<file path="config.mk">
export PLATFORM = sky130hd
export DESIGN_NAME = seven_seg_scan_driver
export DESIGN_NICKNAME = d
export VERILOG_FILES = /design/src/rtl/seven_seg_pkg.sv /design/src/rtl/seven_seg_glyph.sv /design/src/rtl/seven_seg_scan_driver.sv
export SDC_FILE = /design/constraint.sdc
export NUM_CORES = 1
export LEC_CHECK = 0
export BUFFER_PORTS_ARGS = -buffer_cell sky130_fd_sc_hd__buf_2
export CAP_MARGIN = 10
export CELL_PAD_IN_SITES_DETAIL_PLACEMENT = 0
export CELL_PAD_IN_SITES_GLOBAL_PLACEMENT = 1
export CORE_MARGIN = 2
export CORE_UTILIZATION = 35
export DETAILED_ROUTE_END_ITERATION = 6
export PLACE_DENSITY = 0.62
export SLEW_MARGIN = 30
export SYNTH_ARGS = -nofsm -noshare
export SYNTH_HDL_FRONTEND = slang
export SYNTH_SLANG_ARGS = --single-unit
</file>
<file path="constraint.sdc">
create_clock -name clk -period 2.8 [get_ports clk]
set_input_delay 0.56 -clock clk [delete_from_list [all_inputs] [get_ports clk]]
set_output_delay 0.56 -clock clk [all_outputs]
set_load 0.02 [all_outputs]
</file>
<file path="src/rtl/seven_seg_pkg.sv">
// Shared constants and helpers for the seven-segment scan driver:
// blank pattern, active-low GFEDCBA hex glyph table, lookup and index-width helper.
package seven_seg_pkg;

  localparam logic [6:0] SEG_BLANK = 7'b1111111;

  localparam logic [6:0] GLYPH_TABLE [16] = '{
    7'b1000000, 7'b1111001, 7'b0100100, 7'b0110000,
    7'b0011001, 7'b0010010, 7'b0000010, 7'b1111000,
    7'b0000000, 7'b0010000, 7'b0001000, 7'b0000011,
    7'b1000110, 7'b0100001, 7'b0000110, 7'b0001110
  };

  function automatic logic [6:0] hex_to_glyph(input logic [3:0] nibble);
    return GLYPH_TABLE[nibble];
  endfunction

  // Digit index width; never narrower than one bit.
  function automatic int idx_width(input int num_digits);
    return (num_digits > 1) ? $clog2(num_digits) : 1;
  endfunction

endpackage

</file>
<file path="src/rtl/seven_seg_glyph.sv">
// Combinational hex nibble to active-low seven-segment glyph lookup.
module seven_seg_glyph
  import seven_seg_pkg::*;
(
  input  logic [3:0] nibble,
  output logic [6:0] glyph
);

  assign glyph = hex_to_glyph(nibble);

endmodule

</file>
<file path="src/rtl/seven_seg_scan_driver.sv">
// Time-multiplexed hex display driver for a common-anode seven-segment display.
// Optional decimal-point support is built when SEG_SCAN_DP_EN is defined.
module seven_seg_scan_driver
  import seven_seg_pkg::*;
#(
  parameter int NUM_DIGITS = 4,
  parameter int PRESCALE   = 100000,
  parameter int GUARD      = 16
) (
  input  logic                    clk,
  input  logic                    rst,
  input  logic                    load,
  input  logic [4*NUM_DIGITS-1:0] digits_in,
  input  logic [NUM_DIGITS-1:0]   digit_en,
  output logic [NUM_DIGITS-1:0]   an,
  output logic [6:0]              segs,
  output logic                    frame_tick
`ifdef SEG_SCAN_DP_EN
  ,
  input  logic [NUM_DIGITS-1:0]   dp_in,
  output logic                    dp
`endif
);

  localparam int IDX_W  = idx_width(NUM_DIGITS);
  localparam int SLOT_W = (PRESCALE > 1) ? $clog2(PRESCALE) : 1;

  localparam logic [SLOT_W-1:0] SLOT_LAST = SLOT_W'(PRESCALE - 1);
  localparam logic [IDX_W-1:0]  IDX_LAST  = IDX_W'(NUM_DIGITS - 1);
  localparam logic [SLOT_W-1:0] GUARD_CNT = SLOT_W'(GUARD);

  logic [SLOT_W-1:0]       slot_cnt;
  logic [IDX_W-1:0]        idx;
  logic [4*NUM_DIGITS-1:0] pend_digits;
  logic [4*NUM_DIGITS-1:0] act_digits;
  logic [NUM_DIGITS-1:0]   pend_en;
  logic [NUM_DIGITS-1:0]   act_en;

  logic                    slot_wrap;
  logic                    boundary;
  logic                    in_guard;
  logic                    show;
  logic [3:0]              sel_nibble;
  logic [6:0]              sel_glyph;
  logic [NUM_DIGITS-1:0]   an_sel;

  assign slot_wrap = (slot_cnt == SLOT_LAST);
  assign boundary  = slot_wrap && (idx == IDX_LAST);

  generate
    if (GUARD == 0) begin : g_no_guard
      assign in_guard = 1'b0;
    end else begin : g_guard
      assign in_guard = (slot_cnt < GUARD_CNT);
    end
  endgenerate

  assign sel_nibble = act_digits[{idx, 2'b00} +: 4];
  assign show       = !in_guard && act_en[idx];
  assign an_sel     = ~(NUM_DIGITS'(1) << idx);

  seven_seg_glyph u_glyph (
    .nibble (sel_nibble),
    .glyph  (sel_glyph)
  );

  always_ff @(posedge clk or posedge rst) begin
    if (rst) begin
      slot_cnt <= '0;
      idx      <= '0;
    end else if (slot_wrap) begin
      slot_cnt <= '0;
      idx      <= (idx == IDX_LAST) ? '0 : idx + 1'b1;
    end else begin
      slot_cnt <= slot_cnt + 1'b1;
    end
  end

  // load is a single-cycle strobe with no back-pressure: every asserted cycle
  // overwrites pending. Pending reaches the active set only at the frame
  // boundary, so a load in the boundary cycle waits one more frame.
  always_ff @(posedge clk or posedge rst) begin
    if (rst) begin
      pend_digits <= '0;
      pend_en     <= '0;
      act_digits  <= '0;
      act_en      <= '0;
    end else begin
      if (load) begin
        pend_digits <= digits_in;
        pend_en     <= digit_en;
      end
      if (boundary) begin
        act_digits <= pend_digits;
        act_en     <= pend_en;
      end
    end
  end

  always_ff @(posedge clk or posedge rst) begin
    if (rst) begin
      an         <= '1;
      segs       <= SEG_BLANK;
      frame_tick <= 1'b0;
    end else begin
      an         <= show ? an_sel : '1;
      segs       <= show ? sel_glyph : SEG_BLANK;
      frame_tick <= (slot_cnt == '0) && (idx == '0);
    end
  end

`ifdef SEG_SCAN_DP_EN
  logic [NUM_DIGITS-1:0] pend_dp;
  logic [NUM_DIGITS-1:0] act_dp;

  always_ff @(posedge clk or posedge rst) begin
    if (rst) begin
      pend_dp <= '0;
      act_dp  <= '0;
      dp      <= 1'b1;
    end else begin
      if (load) begin
        pend_dp <= dp_in;
      end
      if (boundary) begin
        act_dp <= pend_dp;
      end
      dp <= show ? ~act_dp[idx] : 1'b1;
    end
  end
`endif

endmodule

</file>
* After elaboration in Yosys (flattened, before gate mapping)
Memories as Yosys holds them, arrays and structs flattened.
Cells that the tools add are included.
** Operators by class
- Mux-type cells :: 8
- Equal/unequal tests :: 2
- Order comparisons :: 3
- Shifts and indexed selects :: 2
- Add/subtract/negate cells :: 2
- Reductions and logical operators :: 6
- Bitwise logic cells :: 2
** Operators by type and width (number)
- 2-to-1 mux 7 bit :: 3
- adder 17 x 1 -> 17 bit (second input constant) :: 1
- equality test 17 bit (second input constant) :: 1
- logical NOT 17 bit :: 1
- < comparator 17 x 5 -> 1 bit (second input constant) :: 1
- 2-to-1 mux 17 bit :: 1
- variable part select 16 x 5 -> 4 bit :: 1
- >= comparator 5 bit (second input constant) :: 1
- inverter 4 -> 5 bit :: 1
- 2-to-1 mux 4 bit :: 1
- inverter 4 bit :: 1
- << shifter 1 x 2 -> 4 bit (first input constant) :: 1
- logical AND 1 bit :: 3
- < comparator 2 x 3 -> 1 bit (second input constant) :: 1
- adder 2 x 1 -> 2 bit (second input constant) :: 1
- binary-select mux 1 bit (select 2 bit) :: 1
- equality test 2 bit (second input constant) :: 1
- logical NOT 2 bit :: 1
- 2-to-1 mux 2 bit :: 1
- logical NOT 1 bit :: 1
- 2-to-1 mux 1 bit :: 1
** Word-level totals
- Bits in registers :: 71
- Memories :: 1
- Logic and storage cells :: 35
- Memory bits (read-only) :: 112
- Input port bits :: 23
** Memory list
- (no name shown) :: depth 16, bits a word 7, rd ports 1, clocked after memory_dff 0, wr ports 0, line seven_seg_pkg.sv:15 : return GLYPH_TABLE[nibble];

* Logic depth before layout (Yosys ltp)
- Depth after elaboration :: 6
- Depth in mapped cells :: 7

* Modules after synthesis
From an unflattened synthesis, not the netlist that was laid out.
** Second synthesis, totals
- Cell total of the unflattened synthesis :: 252
- Area, all modules :: 3329.4 µm²
** Modules (own cells, without submodules)
- seven_seg_scan_driver :: instances 1, cells each 217, seq. area each 1790.5 µm², area each 3081.7 µm²
- seven_seg_glyph :: instances 1, cells each 35, seq. area each 0.0 µm², area each 247.7 µm²

* Worst setup path before layout
Ideal clock, no wire load.
- Kind :: register to register
- Start :: register idx[0]
- End :: register segs[4]
- Clock period less this slack :: 1833 ps
- Setup time :: 91 ps
- Data arrival time :: 1742 ps
- Buffers on the path :: 1
- Path slack :: 967 ps
- Stages on the path, launching flop included :: 7
- Cells stage by stage :: dfrtp_1 buf_6 mux4_2 ha_1 mux2_1 o21ai_1 nand2_1
** Between the ends
- Word-level cells in the longest chain between the ends :: 6
- Elaborated cells on any way between the ends :: 9
** Ends and longest elaborated chain
- from (decl) :: line seven_seg_scan_driver.sv:33 : logic [IDX_W-1:0] idx;
- from (signal assigned) :: line seven_seg_scan_driver.sv:73 : idx <= (idx == IDX_LAST) ? '0 : idx + 1'b1;
- variable part select 16 x 5 -> 4 bit :: line seven_seg_scan_driver.sv:58 : assign sel_nibble = act_digits[{idx, 2'b00} +: 4];
- inverter 4 -> 5 bit (implied by the code) :: line seven_seg_pkg.sv:15
- memory (16 x 7 bit)
- 2-to-1 mux 7 bit (implied by the code) (2 in a row) :: line seven_seg_pkg.sv:15
- 2-to-1 mux 7 bit * :: line seven_seg_scan_driver.sv:107 : segs <= show ? sel_glyph : SEG_BLANK;
- to (signal assigned) :: line seven_seg_scan_driver.sv:107
- to (decl) :: line seven_seg_scan_driver.sv:16 : output logic [6:0] segs,
Every way passes the cells marked *; elsewhere a longest branch is shown, timed or not. The select of a mux whose other input is x is not followed.
A chain may end at the register's enable or synchronous reset.

* Worst setup path after layout
- Start :: register slot_cnt[0]
- End :: register act_digits[0]
** Between the ends
- Word-level cells in the longest chain between the ends :: 2
** Ends and longest elaborated chain
- from (decl) :: line seven_seg_scan_driver.sv:32 : logic [SLOT_W-1:0] slot_cnt;
- from (signal assigned) :: line seven_seg_scan_driver.sv:75 : slot_cnt <= slot_cnt + 1'b1;
- equality test 17 bit :: line seven_seg_scan_driver.sv:47 : assign slot_wrap = (slot_cnt == SLOT_LAST);
- logical AND 1 bit :: line seven_seg_scan_driver.sv:48 : assign boundary = slot_wrap && (idx == IDX_LAST);
- to (signal assigned) :: line seven_seg_scan_driver.sv:94 : act_digits <= pend_digits;
- to (decl) :: line seven_seg_scan_driver.sv:35 : logic [4*NUM_DIGITS-1:0] act_digits;
Every way passes these cells.

==> flow_summary.json <==
{
  "remaining_drc_errors": 0,
  "io_buffers": 34,
  "crit_chain": "ha_1 -> and4_4 -> and4_4 -> nand3_2 -> mux2_4",
  "power_density_mw_per_mm2": 509,
  "core_mm2": 0.00924,
  "crit_path_frequent_cell": "and4_4",
  "gp_congestion": 0.765,
  "grt_usage_pct": 13.0,
  "route.vias.total": 1936,
  "start_util_pct": 36.0,
  "cts_made_buffers": 9,
  "synth-seq-cells": 71,
  "rsz0062_at_grt": "no",
  "clock_sinks": 71,
  "hp-class": "in -> async",
  "period_needed_ns": 2.35,
  "synthFlopType": "dfrtp_1",
  "max_stage_delay_ns": 0.56,
  "cts_resized": 0,
  "seq_area_frac_synth_pct": 53.8,
  "wl_per_cell_um": 14.0,
  "cts_root_buf": "clkbuf_8",
  "pre_cts_ws_ns": 0.447,
  "cp.required_ns": 3.03,
  "status": "finished, final reports clean",
  "multiInputGateArea_mm2": 0.00144,
  "finalMaxSlewViolations": 0,
  "fillers": 914,
  "clk_latency_ns": 0.35,
  "cts_tree": "done",
  "grt_pass1_wl_um": 10100,
  "syn_nets": 282,
  "cellLeakagePower_nw": 1.71,
  "via_per_inst": 4.64,
  "worstSetupEndpointType": "register",
  "drive_above_1_share_pct": 39.6,
  "crit_type": "reg -> reg",
  "grt_pass1_vias": 2005,
  "hold_buffers": 0,
  "dp_hpwl_um": 3950,
  "synth_cell_types": 38,
  "fin_ws_ns": 0.445,
  "vdd_drop_max_mv": 0.246,
  "nets": 318,
  "dr.pass1.iters": 4,
  "async_flop_share_pct": 100,
  "wirelength_um": 5860,
  "grt_overflow": 0,
  "diodes": 0,
  "max_slew.worst_pin.slew_ns": 0.708,
  "pin_count": 35,
  "maxCapViolCount": 0,
  "regArea_mm2": 0.00179,
  "ant_nets": 0,
  "clk_path_buf_depth": 2,
  "dieArea_mm2": 0.0103,
  "path_buf_inv": 0,
  "critPathLaunchType": "register",
  "finalCritPeriodShare_pct": 84.1,
  "syn2layout_area_growth_pct": 14.0,
  "synth_edf_count": 0,
  "std_cell_rows": 35,
  "path_clk_slew_ns": 0.09,
  "avgSynthCellArea_um2": 13.5,
  "grt_antenna_before_repair": 0,
  "path_delay_family": "simple AND/OR/NAND/NOR gates",
  "ys_warn_count": 0,
  "postSynthCellCount": 247,
  "syn_area_mm2": 0.00333,
  "cp_slowest_cell": "nand3_2",
  "die_w_um": 102,
  "fin_tns_setup_ns": 0,
  "drtIter0Drc": 50,
  "worstPathMaxFanout": 20,
  "die-height_um": 102,
  "setup_viol": 0,
  "htreeDepth": 3,
  "slew_headroom_pct": 52.7,
  "cts_setup_buffers": 0,
  "clock_skew_ns": 0.0128,
  "grt_max_degree": 42,
  "fmax_mhz": 425,
  "arrival_ns": 2.59,
  "hold_viol": 0
}
==> Yosys cell counts (all sizes together) (2+ instances only) <==
master,n,area [um2]
a21oi,4,20.0
and2,5,31.3
and3,2,12.5
and4,4,40.0
buf,7,60.1
clkbuf,3,11.3
dfrtp,60,1500
dfstp,11,289
ha,12,150
inv,7,26.3
mux2,41,537
mux4,6,135
nand2,14,52.6
nand3,14,75.1
nand3b,2,15.0
nand4,2,12.5
nor2,10,37.5
nor3,2,10.0
nor3b,2,15.0
nor4,3,25.0
o211ai,3,22.5
o21ai,7,35.0
or2,2,12.5
or3,2,12.5
xnor2,9,78.8
xor2,8,70.1
==> through the flow <==
stage | utilization (%) | hold WS, ns | total power (W) | cells | area, um2
5_1_grt | 41.1 | 0.370 | 0.00202 | 417 | 3790
3_5_place_dp | 39.1 | 0.491 | 0.00117 | 401 | 3610
6_report | 41.1 | 0.317 | 0.00193 | 417 | 3790
2_1_floorplan | - | 0.460 | 0.00113 | 247 | 3330
4_1_cts | 41.1 | 0.332 | 0.00197 | 417 | 3790
3_3_place_gp | 39.1 | 0.484 | 0.00117 | 401 | 3610
==> cells in the final DEF (no fill, tap or decap), types with 2 or more instances in the layout <==
master / Yosys / final
o211ai_1: 3 / 3
inv_6: 0 / 3
xnor2_1: 9 / 9
and3_1: 2 / 2
dfrtp_1: 60 / 60
or2_0: 2 / 2
nor3_1: 2 / 2
nor2_1: 10 / 10
and4_1: 2 / 2
nand3_1: 13 / 13
clkbuf_8: 0 / 9
o21ai_1: 5 / 5
nand3b_1: 2 / 2
and4_4: 2 / 2
ha_1: 12 / 12
mux2_2: 20 / 20
and2_1: 5 / 5
nor4_1: 2 / 2
xor2_1: 8 / 8
nor3b_1: 2 / 2
or3_1: 2 / 2
buf_2: 3 / 34
nand2_1: 14 / 14
mux4_2: 6 / 6
a21oi_1: 4 / 4
dfstp_2: 11 / 11
inv_1: 7 / 6
nand4_1: 2 / 2
o21ai_0: 2 / 2
mux2_4: 20 / 20
clkinvlp_4: 0 / 2
==> sequential cells by signal, summed over array words and instances (netlist names) <==
signal       count
act_digits      16
act_en           4
an               4
frame_tick       1
idx              2
pend_digits     16
pend_en          4
segs             7
slot_cnt        17
==> cells by family after synthesis <==
logic type,after synthesis,synth area share [%]
flops,71,53.8
simple gates,66,10.9
buf+inv,17,2.93
mux,47,20.2
fa+ha+maj,12,4.51
xor+xnor,17,4.47
compound gates,17,3.19
==> layout make-up <==
class	instances	area share, %
flip-flops and latches	71	47.2
repair buffers	35	5.01
multi-input cells	159	38.0
clock inverters	7	1.62
clock buffers	9	3.26
well taps	129	4.25
inverters	7	0.692
==> path summary, 6_finish.rpt <==
kind | startpoint | to | slack [ns] | cells past startpoint
worst max-delay path | slot_cnt[0] | act_digits[0] | 0.45 | 5
worst max register to register | slot_cnt[0] | act_digits[0] | 0.45 | 5
worst min register to register | slot_cnt[12] | slot_cnt[12] | 0.50 | 1
min in group clk | digits_in[10] | pend_digits[10] | 0.43 | 2
max in group asynchronous | rst | segs[6] | 1.77 | 3
worst min-delay path | rst | slot_cnt[12] | 0.32 | 2
==> power breakdown <==
| group | internal (W) | switching, W | leakage (nW) |
|---|---|---|---|
| logic | 0.0000399 | 0.0000352 | 0.728 |
| clock network | 0.000338 | 0.000448 | 0.0888 |
| registers | 0.00105 | 0.0000162 | 0.894 |
| total | 0.00143 | 0.000499 | 1.71 |
==> per-layer routing <==
metal	up-vias	share of wire, %	GRT usage [%]
li1	937	-	-
met1	954	51	18.5
met2	37	43	18.5
met3	8	3.8	3.73
met4	0	1.6	5.30
met5	-	0	0
Note: power is estimated with default switching activity, not from simulation.
